**config.mk**
```make
export PLATFORM = sky130hd
export DESIGN_NAME = next_sequencer
export DESIGN_NICKNAME = d
export VERILOG_FILES = /design/src/rtl/next_sequencer.sv
export SDC_FILE = /design/constraint.sdc
export NUM_CORES = 1
export LEC_CHECK = 0
export ABC_AREA = 1
export CAP_MARGIN = 20
export CORE_AREA = 5 5 42 44
export CTS_BUF_LIST = sky130_fd_sc_hd__clkbuf_8
export DETAILED_ROUTE_END_ITERATION = 10
export DIE_AREA = 0 0 47 49
export GPL_ROUTABILITY_DRIVEN = 0
export GPL_TIMING_DRIVEN = 0
export PLACE_DENSITY = 0.76
export SLEW_MARGIN = 40
export SYNTH_ARGS = -nofsm -noshare
export SYNTH_HDL_FRONTEND = slang
export SYNTH_SLANG_ARGS = --single-unit
```
**constraint.sdc**
```tcl
create_clock -name clock -period 2.7 [get_ports clock]
set_input_delay 0.405 -clock clock [delete_from_list [all_inputs] [get_ports clock]]
set_output_delay 0.405 -clock clock [all_outputs]
set_load 0.03 [all_outputs]
```
**src/rtl/next_sequencer.sv**
```systemverilog
// next_sequencer: instruction fetch / next-address control FSM for the Forth core.
// Define NEXT_SEQ_FAST_EN to let SEQ and 0BRANCH skip EXEC (3-cycle instructions).
module next_sequencer #(
    parameter int DATA_WIDTH = 16,
    parameter int OPC_MSB    = 15
) (
    input  logic                  clock,
    input  logic                  resetN,
    input  logic [DATA_WIDTH-1:0] instrucao,
    input  logic                  memAck,
    input  logic                  stall,
    input  logic                  tosZero,
    input  logic                  rsEmpty,
    input  logic                  rsFull,
    output logic                  memReq,
    output logic [1:0]            selectNEXT,
    output logic                  torSelect,
    output logic                  pcLoad,
    output logic                  rPush,
    output logic                  rPop,
    output logic                  fault
);

`ifdef NEXT_SEQ_FAST_EN
    localparam bit FAST_PATH = 1'b1;
`else
    localparam bit FAST_PATH = 1'b0;
`endif

    localparam logic [1:0] CLS_SEQ  = 2'b00;
    localparam logic [1:0] CLS_ZBR  = 2'b01;
    localparam logic [1:0] CLS_CALL = 2'b10;

    localparam logic [1:0] SEL_POP = 2'b00;
    localparam logic [1:0] SEL_TOR = 2'b01;
    localparam logic [1:0] SEL_MEM = 2'b11;

    typedef enum logic [2:0] {
        sRst, sFetch, sDecode, sExec, sUpdate, sFault
    } seqStateT;

    seqStateT              state;
    seqStateT              stateNext;
    logic [1:0]            selNext;
    logic                  torNext;
    logic [DATA_WIDTH-1:0] ir;
    logic [1:0]            opClass;
    logic                  unusedIrBits;

    assign opClass      = ir[OPC_MSB:OPC_MSB-1];
    // Operand bits belong to the datapath; only the class field steers sequencing.
    assign unusedIrBits = ^ir;

    always_ff @(posedge clock) begin
        if (!resetN) begin
            state      <= sRst;
            selectNEXT <= SEL_TOR;
            torSelect  <= 1'b0;
        end else begin
            state      <= stateNext;
            selectNEXT <= selNext;
            torSelect  <= torNext;
        end
    end

    // A reset edge must never capture the word that was being acknowledged.
    always_ff @(posedge clock) begin
        if (resetN && !stall && state == sFetch && memAck) begin
            ir <= instrucao;
        end
    end

    always_comb begin
        stateNext = state;
        selNext   = SEL_TOR;
        torNext   = 1'b0;
        memReq    = 1'b0;
        pcLoad    = 1'b0;
        rPush     = 1'b0;
        rPop      = 1'b0;
        fault     = 1'b0;

        case (state)
            sRst: stateNext = sFetch;
            sFetch: begin
                memReq = 1'b1;
                if (memAck) begin
                    stateNext = sDecode;
                end
            end
            sDecode: begin
                case (opClass)
                    CLS_SEQ: begin
                        stateNext = FAST_PATH ? sUpdate : sExec;
                    end
                    CLS_ZBR: begin
                        torNext   = tosZero;
                        stateNext = FAST_PATH ? sUpdate : sExec;
                    end
                    CLS_CALL: begin
                        selNext   = SEL_MEM;
                        stateNext = rsFull ? sFault : sExec;
                    end
                    default: begin
                        selNext   = SEL_POP;
                        stateNext = rsEmpty ? sFault : sExec;
                    end
                endcase
                // A faulting instruction never presents its next-address select.
                if (stateNext == sFault) begin
                    selNext = SEL_TOR;
                    torNext = 1'b0;
                end
            end
            sExec: begin
                rPush     = (opClass == CLS_CALL);
                rPop      = (opClass != CLS_CALL) && opClass[1];
                selNext   = selectNEXT;
                torNext   = torSelect;
                stateNext = sUpdate;
            end
            sUpdate: begin
                pcLoad    = 1'b1;
                stateNext = sFetch;
            end
            sFault: begin
                fault     = 1'b1;
                stateNext = sFault;
            end
            default: stateNext = sRst;
        endcase

        // Stall freezes the sequencer; Moore strobes therefore stay asserted.
        if (stall) begin
            stateNext = state;
            selNext   = selectNEXT;
            torNext   = torSelect;
        end
    end

endmodule

```
Word-level counts from Yosys, hierarchy flattened --
Index checks and enable logic that the tools add are counted.
Operators by class: equality and inequality tests 10, reduce and logical (&&, ||, !) cells 11, bitwise gates (word level) 2, muxes and demuxes 17
Operators by type and width (number):
- $pmux 3 s5 | 1
- $mux 3 | 4
- $eq 3x3->1 const B | 3
- $pmux 2 s2 | 2
- $mux 1 | 7
- $eq 3x2->1 const B | 2
- $pmux 3 s2 | 1
- $logic_and 1x1->1 | 4
- $ne 2x2->1 const B | 2
- $reduce_and 2->1 | 2
- $reduce_or 2->1 | 2
- $eq 3x1->1 const B | 1
- $logic_not 3->1 | 1
- $eq 2x1->1 const B | 1
- $eq 2x2->1 const B | 1
- $logic_not 2->1 | 1
- $mux 2 | 1
- $not 1->1 | 2
- $pmux 1 s2 | 1
- $logic_not 1->1 | 1
Word-level totals: output and inout port bits 8, input port bits 23, bits in registers 22

Depth between registers and ports, before layout --
Gate-level depths: netlist of run 1.
word-level depth 7, depth in mapped cells 7, depth with buffers taken out 7

Least setup slack after synthesis of run 1 --
No wires, ideal clock.
path type flip-flop to flip-flop, start point reg state[0], end point reg ir[14], enable pin, arrival time 1081 ps, setup time 349 ps, required time 2351 ps, buffers on the path 0, cell stages (with the launch flop) 5, clock period less this slack 1430 ps, slack 1270 ps, cells stage by stage dfxtp_1 > nand2_2 > nor2_4 > inv_1 > nor4_1
On the way: longest elaborated chain between the ends 3
RTL lines:
- start: declaration | RTL line 42 | seqStateT state;
- start signal: assignment | RTL line 56 | state <= sRst;
- start signal: assignment | RTL line 60 | state <= stateNext;
- $eq 3x1->1 | RTL line 68 | if (resetN && !stall && state == sFetch && memAck) begin
- $logic_and 1x1->1 (2 in a row) | RTL line 68
- end signal: assignment | RTL line 69 | ir <= instrucao;
- end: declaration | RTL line 46 | logic [DATA_WIDTH-1:0] ir;
No other way between the ends. A chain may end at the register's enable or synchronous reset.

Final worst setup path of run 1 --
start point reg state[0], end point out rPush
On the way: longest elaborated chain between the ends 2
RTL lines:
- $eq 3x2->1 | RTL line 83 | case (state)
- $mux 1 | RTL line 83
- end: declaration | RTL line 19 | output logic rPush,
No other way between the ends.

==> flow_summary.yaml, run 1 <==
hold_path:
  worst_hold_path.num_cells: 2
  hold_start: "selectNEXT[0]"
  hold_path_end: "selectNEXT[0]"
  hold_class: "flop to flop"
worst_setup_path:
  crit_path_start: "state[0]"
  rrSetupSlack_ns: 1.24
  cp.required_ns: 2.30
  r2r_cells: 4
  cp-end-kind: "primary output"
  cp_max_fo: 7
  timing.rr.end: "ir[15]"
  cp-start-kind: "flop"
  crit_slowest_cell: "clkdlybuf4s50_1"
  arrival_ns: 1.69
  slowest_delay_ns: 0.68
  path_delay_family: "buffers and inverters"
  criticalPathCategory: "flop to primary output"
  reg2reg_from: "state[0]"
  crit_path_cell_trace: "nand3_1, nor2_1, clkdlybuf4s50_1"
  cp_num_buf_inv: 1
cts:
  htree_levels: 1
  ctsRootBufferMaster: "clkbuf_8"
  ctsResizeCount: 0
  clock_path_buffers: 2
  clk_pin_slew_worst_paths_ns: 0.04
  cts_inserted_buffers: 3
  post_cts_buffers: 0
  cts_tree: "done"
  cts_hold_buf: 0
  cts.sinks: 8
  clock_latency_ns: 0.23
placement:
  port_buffers: 16
  postPlaceCellArea_um2: 623
  hpwlAfterDp_um: 797
  post-place-ws_ns: 0.830
die:
  die_y_um: 49
  start_util_pct: 31.6
  ioPinCount: 31
  die_x_um: 47
  dieArea_mm2: 0.00230
  core_area_mm2: 0.00140
  rows: 14
power:
  p_leak_nw: 0.284
  finalPower_uw: 340
  power.density_mw_per_mm2: 509
  vdd.ir_drop.worst_v: 0.000298
synth:
  yosysWarnings: 0
  yosysMostFrequentCell: "nand2_1"
  synth_seq_cells: 8
  synth_edf_count: 2
  syn_inst: 64
  async_flop_share_pct: 0
  synth_cell_types: 15
  syn_area_um2: 443
  synth_top_area_share_pct: 27.1
  synth_top_area_cell: "dfxtp_1"
  dominantRegCellSynth: "dfxtp_1"
  yosysSeqAreaShare_pct: 40.7
  syn_nets: 87
  syn_area_per_cell_um2: 6.92
  yosys-top-cells-area: "dfxtp_1 27%, edfxtp_1 14%, nand2_1 13%, nand3_1 7.9%, inv_1 7.6%"
  ys_top_cells_by_count: "15 x nand2_1, 9 x inv_1, 7 x nand3_1, 7 x nor2_1, 6 x dfxtp_1"
global_route:
  grt_overflow: 0
  antenna_found_initial: 0
  grt_busiest_layer: "met2"
  grtUsageMet2_pct: 14.9
  grt_pass1_vias: 424
  met1_usage_pct: 12.0
  use_met3_pct: 4.80
  grt_pass1_wl_mm: 1.73
  grt.total_usage_pct: 11.1
  grt_max_degree: 8
finish:
  layout.nets: 108
  final_area_um2: 668
  register_area_um2: 180
  multi_input_area_um2: 225
  drive_above_1_share_pct: 14.3
  fin_util_pct: 47.7
  antenna_cells: 0
  fillers: 155
  syn2layout_area_growth_pct: 50.8
timing:
  finalSetupViolations: 0
  fin_skew_ns: 0.00721
  max_slew_margin_pct: 68.8
  maxSlewViolCount: 0
  rsz0062_at_grt: "no"
  finalHoldViolCount: 0
  fin_crit_sh_pct: 77.7
  fin_setup_tns_ns: 0
  clock.fmax_mhz: 477
  period_needed_ns: 2.10
  tightest_slew_ns: 0.463
  fin_ws_ns: 0.602
routing:
  routedWlPerCell_um: 9.71
  post-route-drc-count: 0
  vias: 457
  dr.pass1.iters: 4
  routed_wl_um: 971
  via_per_inst: 4.57
  drt-initial-drc-count: 5
  detail-route-antenna-nets: 0
job:
  max_cap_violations: 0
run_status:
  outcome: "finished clean"
==> flip-flops by register name, indices dropped and copies added (netlist names) <==
name	flops
selectNEXT	2
ir	2
state	3
torSelect	1
==> cell type report <==
type / count / share of cell area [%]
multi-input combinational: 46 / 33.7
sequential: 8 / 27.0
timing repair buffer: 16 / 24.0
clock buffer: 3 / 6.18
inverter: 10 / 5.62
tap: 16 / 3.00
clock inverter: 1 / 0.562
==> worst max path at each step <==
stage	endpoint	cells after the start	slack (ns)
finish	rPush	3	0.60
global route	rPush	3	0.42
CTS	rPush	3	0.58
detailed placement	rPush	3	0.83
global placement	rPop	3	0.85
floorplan	ir[14]	4	1.27
==> power by group <==
part | internal [mW] | switching (mW) | leakage (nW)
sequential | 0.129 | 0.00579 | 0.0673
combinational | 0.0266 | 0.0297 | 0.190
clock | 0.0987 | 0.0505 | 0.0269
total | 0.254 | 0.0860 | 0.284
==> layout by cell type, fill, tap and decap left out, drive strengths merged <==
cell	count
inv	11
nor4	1
a21oi	5
o21ai	4
nand3	8
nand2	19
dfxtp	6
nor2	9
clkdlybuf4s50	16
clkbuf	3
edfxtp	2
==> kinds of logic after synthesis <==
| family | synth area share, % |
|---|---|
| AND/OR/NAND/NOR | 39.8 |
| buffers and inverters | 8.47 |
| AO/OA/AOI/OAI | 11.0 |
| flip-flops | 40.7 |
==> metrics by stage <==
step,cells,hold WS (ns)
6_report,100,0.481
5_1_grt,100,0.506
4_1_cts,100,0.485
3_5_place_dp,96,0.473
3_3_place_gp,96,0.466
2_1_floorplan,64,0.489
==> worst min-delay path: cells and delay by family (launching register included) <==
| kind | cells | cell delay [ns] |
|---|---|---|
| flip-flops | 1 | 0.32 |
| AND/OR/NAND/NOR | 2 | 0.12 |
==> layer usage <==
layer | up-vias | routed length (um) | part of all wire, %
li1 | 245 | - | -
met1 | 195 | 406 | 42
met2 | 13 | 440 | 45
met3 | 4 | 72 | 7.4
met4 | 0 | 52 | 5.4
met5 | - | 0 | 0
(Power assumes the default switching activity.)
==> inputs of run 2 (changes only) <==
==> constraint.sdc (replaced) <==
create_clock -name clock -period 2 [get_ports clock]
set_input_delay 0.3 -clock clock [delete_from_list [all_inputs] [get_ports clock]]
set_output_delay 0.3 -clock clock [all_outputs]
set_load 0.03 [all_outputs]
==> run 2 against run 1 <==
  * Sequential cell count unchanged
  * Final cell count unchanged
  * Register-to-register slack worse by 0.70 ns
  * Count of clock-buffer cells in the layout unchanged
  * Sequential share of layout area up 0.10 points
  * Clock power up 35%
  * Via count unchanged
  * Critical path depth unchanged
  * Die area unchanged
  * Design area down 0.37%
  * Sequential power up 35%
  * Critical endpoint is now memReq
  * Largest cell class unchanged
  * Highest routed layer unchanged
==> flow_summary.yaml, run 2 (synthesized netlist as in run 1, its figures left out) <==
cts:
  clock_path_buffers: 2
  htree_levels: 1
  ctsRootBufferMaster: "clkbuf_8"
  cts_tree: "done"
  clock_latency_ns: 0.23
  cts_inserted_buffers: 3
  cts.sinks: 8
  clk_pin_slew_worst_paths_ns: 0.04
global_route:
  grt_overflow: 0
  grt.total_usage_pct: 11.1
  grt_max_degree: 8
  grt_pass1_vias: 424
  grt_pass1_wl_mm: 1.73
  antenna_found_initial: 0
finish:
  syn2layout_area_growth_pct: 50.3
  layout_commonest_cell: "nand2_1"
  fillers: 157
  antenna_cells: 0
  fin_util_pct: 47.5
  multi_input_area_um2: 225
  top_register: "state"
  layout.nets: 108
  largest_reg_flops: 3
  final_cell_mix: "15 x nand2_1, 14 x clkdlybuf4s50_1, 10 x inv_1"
  reg.largest.list: "state (3), ir (2), selectNEXT (2)"
  register_area_um2: 180
  drive_above_1_share_pct: 14.3
timing:
  fin_setup_tns_ns: 0
  rsz0062_at_grt: "no"
  fin_crit_sh_pct: 94.9
  holdWs_ns: 0.481
  tightest_slew_ns: 0.463
  finalSetupViolations: 0
  max_slew_margin_pct: 68.8
  fin_skew_ns: 0.00721
  period_needed_ns: 1.90
  clock.fmax_mhz: 527
  finalHoldViolCount: 0
  maxSlewViolCount: 0
  fin_ws_ns: 0.103
worst_setup_path:
  cp.required_ns: 1.70
  arrival_ns: 1.60
  r2r_cells: 4
  path_delay_family: "buffers and inverters"
  reg2reg_from: "state[0]"
  crit_path_cell_trace: "nand2_2, nor2_4, clkdlybuf4s50_1"
  cp.depth: 3
  cp-end-kind: "primary output"
  cp_num_buf_inv: 1
  slowest_delay_ns: 0.69
  cp-start-kind: "flop"
  crit_slowest_cell: "clkdlybuf4s50_1"
  timing.rr.end: "ir[15]"
  cp_max_fo: 7
  criticalPathCategory: "flop to primary output"
  rrSetupSlack_ns: 0.54
placement:
  hpwlAfterDp_um: 797
  port_buffers: 16
  post-place-ws_ns: 0.235
routing:
  dr.pass1.iters: 4
  routedWlPerCell_um: 9.72
  wl_met1_um: 399
  routed_wl_um: 972
  detail-route-antenna-nets: 0
  routed-wl-met3_um: 79
  drt-initial-drc-count: 5
  vias: 457
  via_per_inst: 4.57
  topRoutingLayerUsed: "met4"
  wl_met2_um: 440
  post-route-drc-count: 0
hold_path:
  hold_class: "flop to flop"
  hold_path_end: "selectNEXT[0]"
  hold_start: "selectNEXT[0]"
  worst_hold_path.num_cells: 2
die:
  die_x_um: 47
  start_util_pct: 31.6
  ioPinCount: 31
  dieArea_mm2: 0.00230
  rows: 14
  core_area_mm2: 0.00140
  die_y_um: 49
power:
  p_leak_nw: 0.294
  intPower_uw: 343
  finalPower_uw: 459
  p_sw_share_pct: 25.3
  switchingPower_uw: 116
  power.share.clock_pct: 43.9
  power.density_mw_per_mm2: 689
  vdd.ir_drop.worst_v: 0.000403
  p_seq_share_pct: 39.6
  comb_power_share_pct: 16.5
job:
  max_cap_violations: 0
run_status:
  outcome: "finished clean"
==> run 2: changes by cell type in the layout (fill, tap and decap cells not counted), sizes merged <==
cell	previous run	this run
dlygate4sd2	0	2
clkdlybuf4s50	16	14
==> run 2: tightest hold or removal path, delay by kind of cell, from the launching register on <==
family        cells  cell delay (ns)
simple gates      2             0.12
flops             1             0.32
==> run 2: cell type report <==
cell class              count  share of cell area (%)
flip-flops and latches      8                    27.1
clock inverters             1                   0.564
repair buffers             16                    23.7
well taps                  16                    3.01
multi-input cells          46                    33.8
inverters                  10                    5.64
clock buffers               3                    6.20
==> run 2: how the worst max path moves through the flow <==
stage | from | to | slack (ns)
3_3_place_gp | state[0] | rPop | 0.25
3_5_place_dp | state[0] | rPush | 0.24
6_report | state[0] | memReq | 0.10
2_1_floorplan | state[0] | ir[14] | 0.57
4_1_cts | state[0] | memReq | 0.09
5_1_grt | state[0] | memReq | 0.0006
==> run 2: repair_timing <==
action                                  4_1_cts  5_1_grt
endpoints found under the setup margin        2        0
hold buffers                                  0        0
setup buffers                                 0        0
gates resized for setup                       2        0
==> run 2: power groups by stage <==
stage                     Combinational, mW  Sequential (mW)  Clock (mW)
after floorplan                      0.0370            0.190           0
after global placement               0.0750            0.184           0
after CTS                            0.0762            0.182       0.212
after detailed placement             0.0760            0.184           0
after global routing                 0.0838            0.183       0.222
final                                0.0758            0.182       0.201
==> run 2: layer usage <==
metal | vias up | track usage (%)
met5 | - | 0
met4 | 0 | 11.1
met3 | 4 | 4.80
met2 | 13 | 14.9
met1 | 195 | 12.0
li1 | 245 | -
==> run 2: stage by stage <==
| step | instances | cell area [um2] |
|---|---|---|
| after floorplan | 64 | 443 |
| after global placement | 96 | 623 |
| after detailed placement | 96 | 623 |
| after CTS | 100 | 666 |
| after global routing | 100 | 666 |
| final | 100 | 666 |
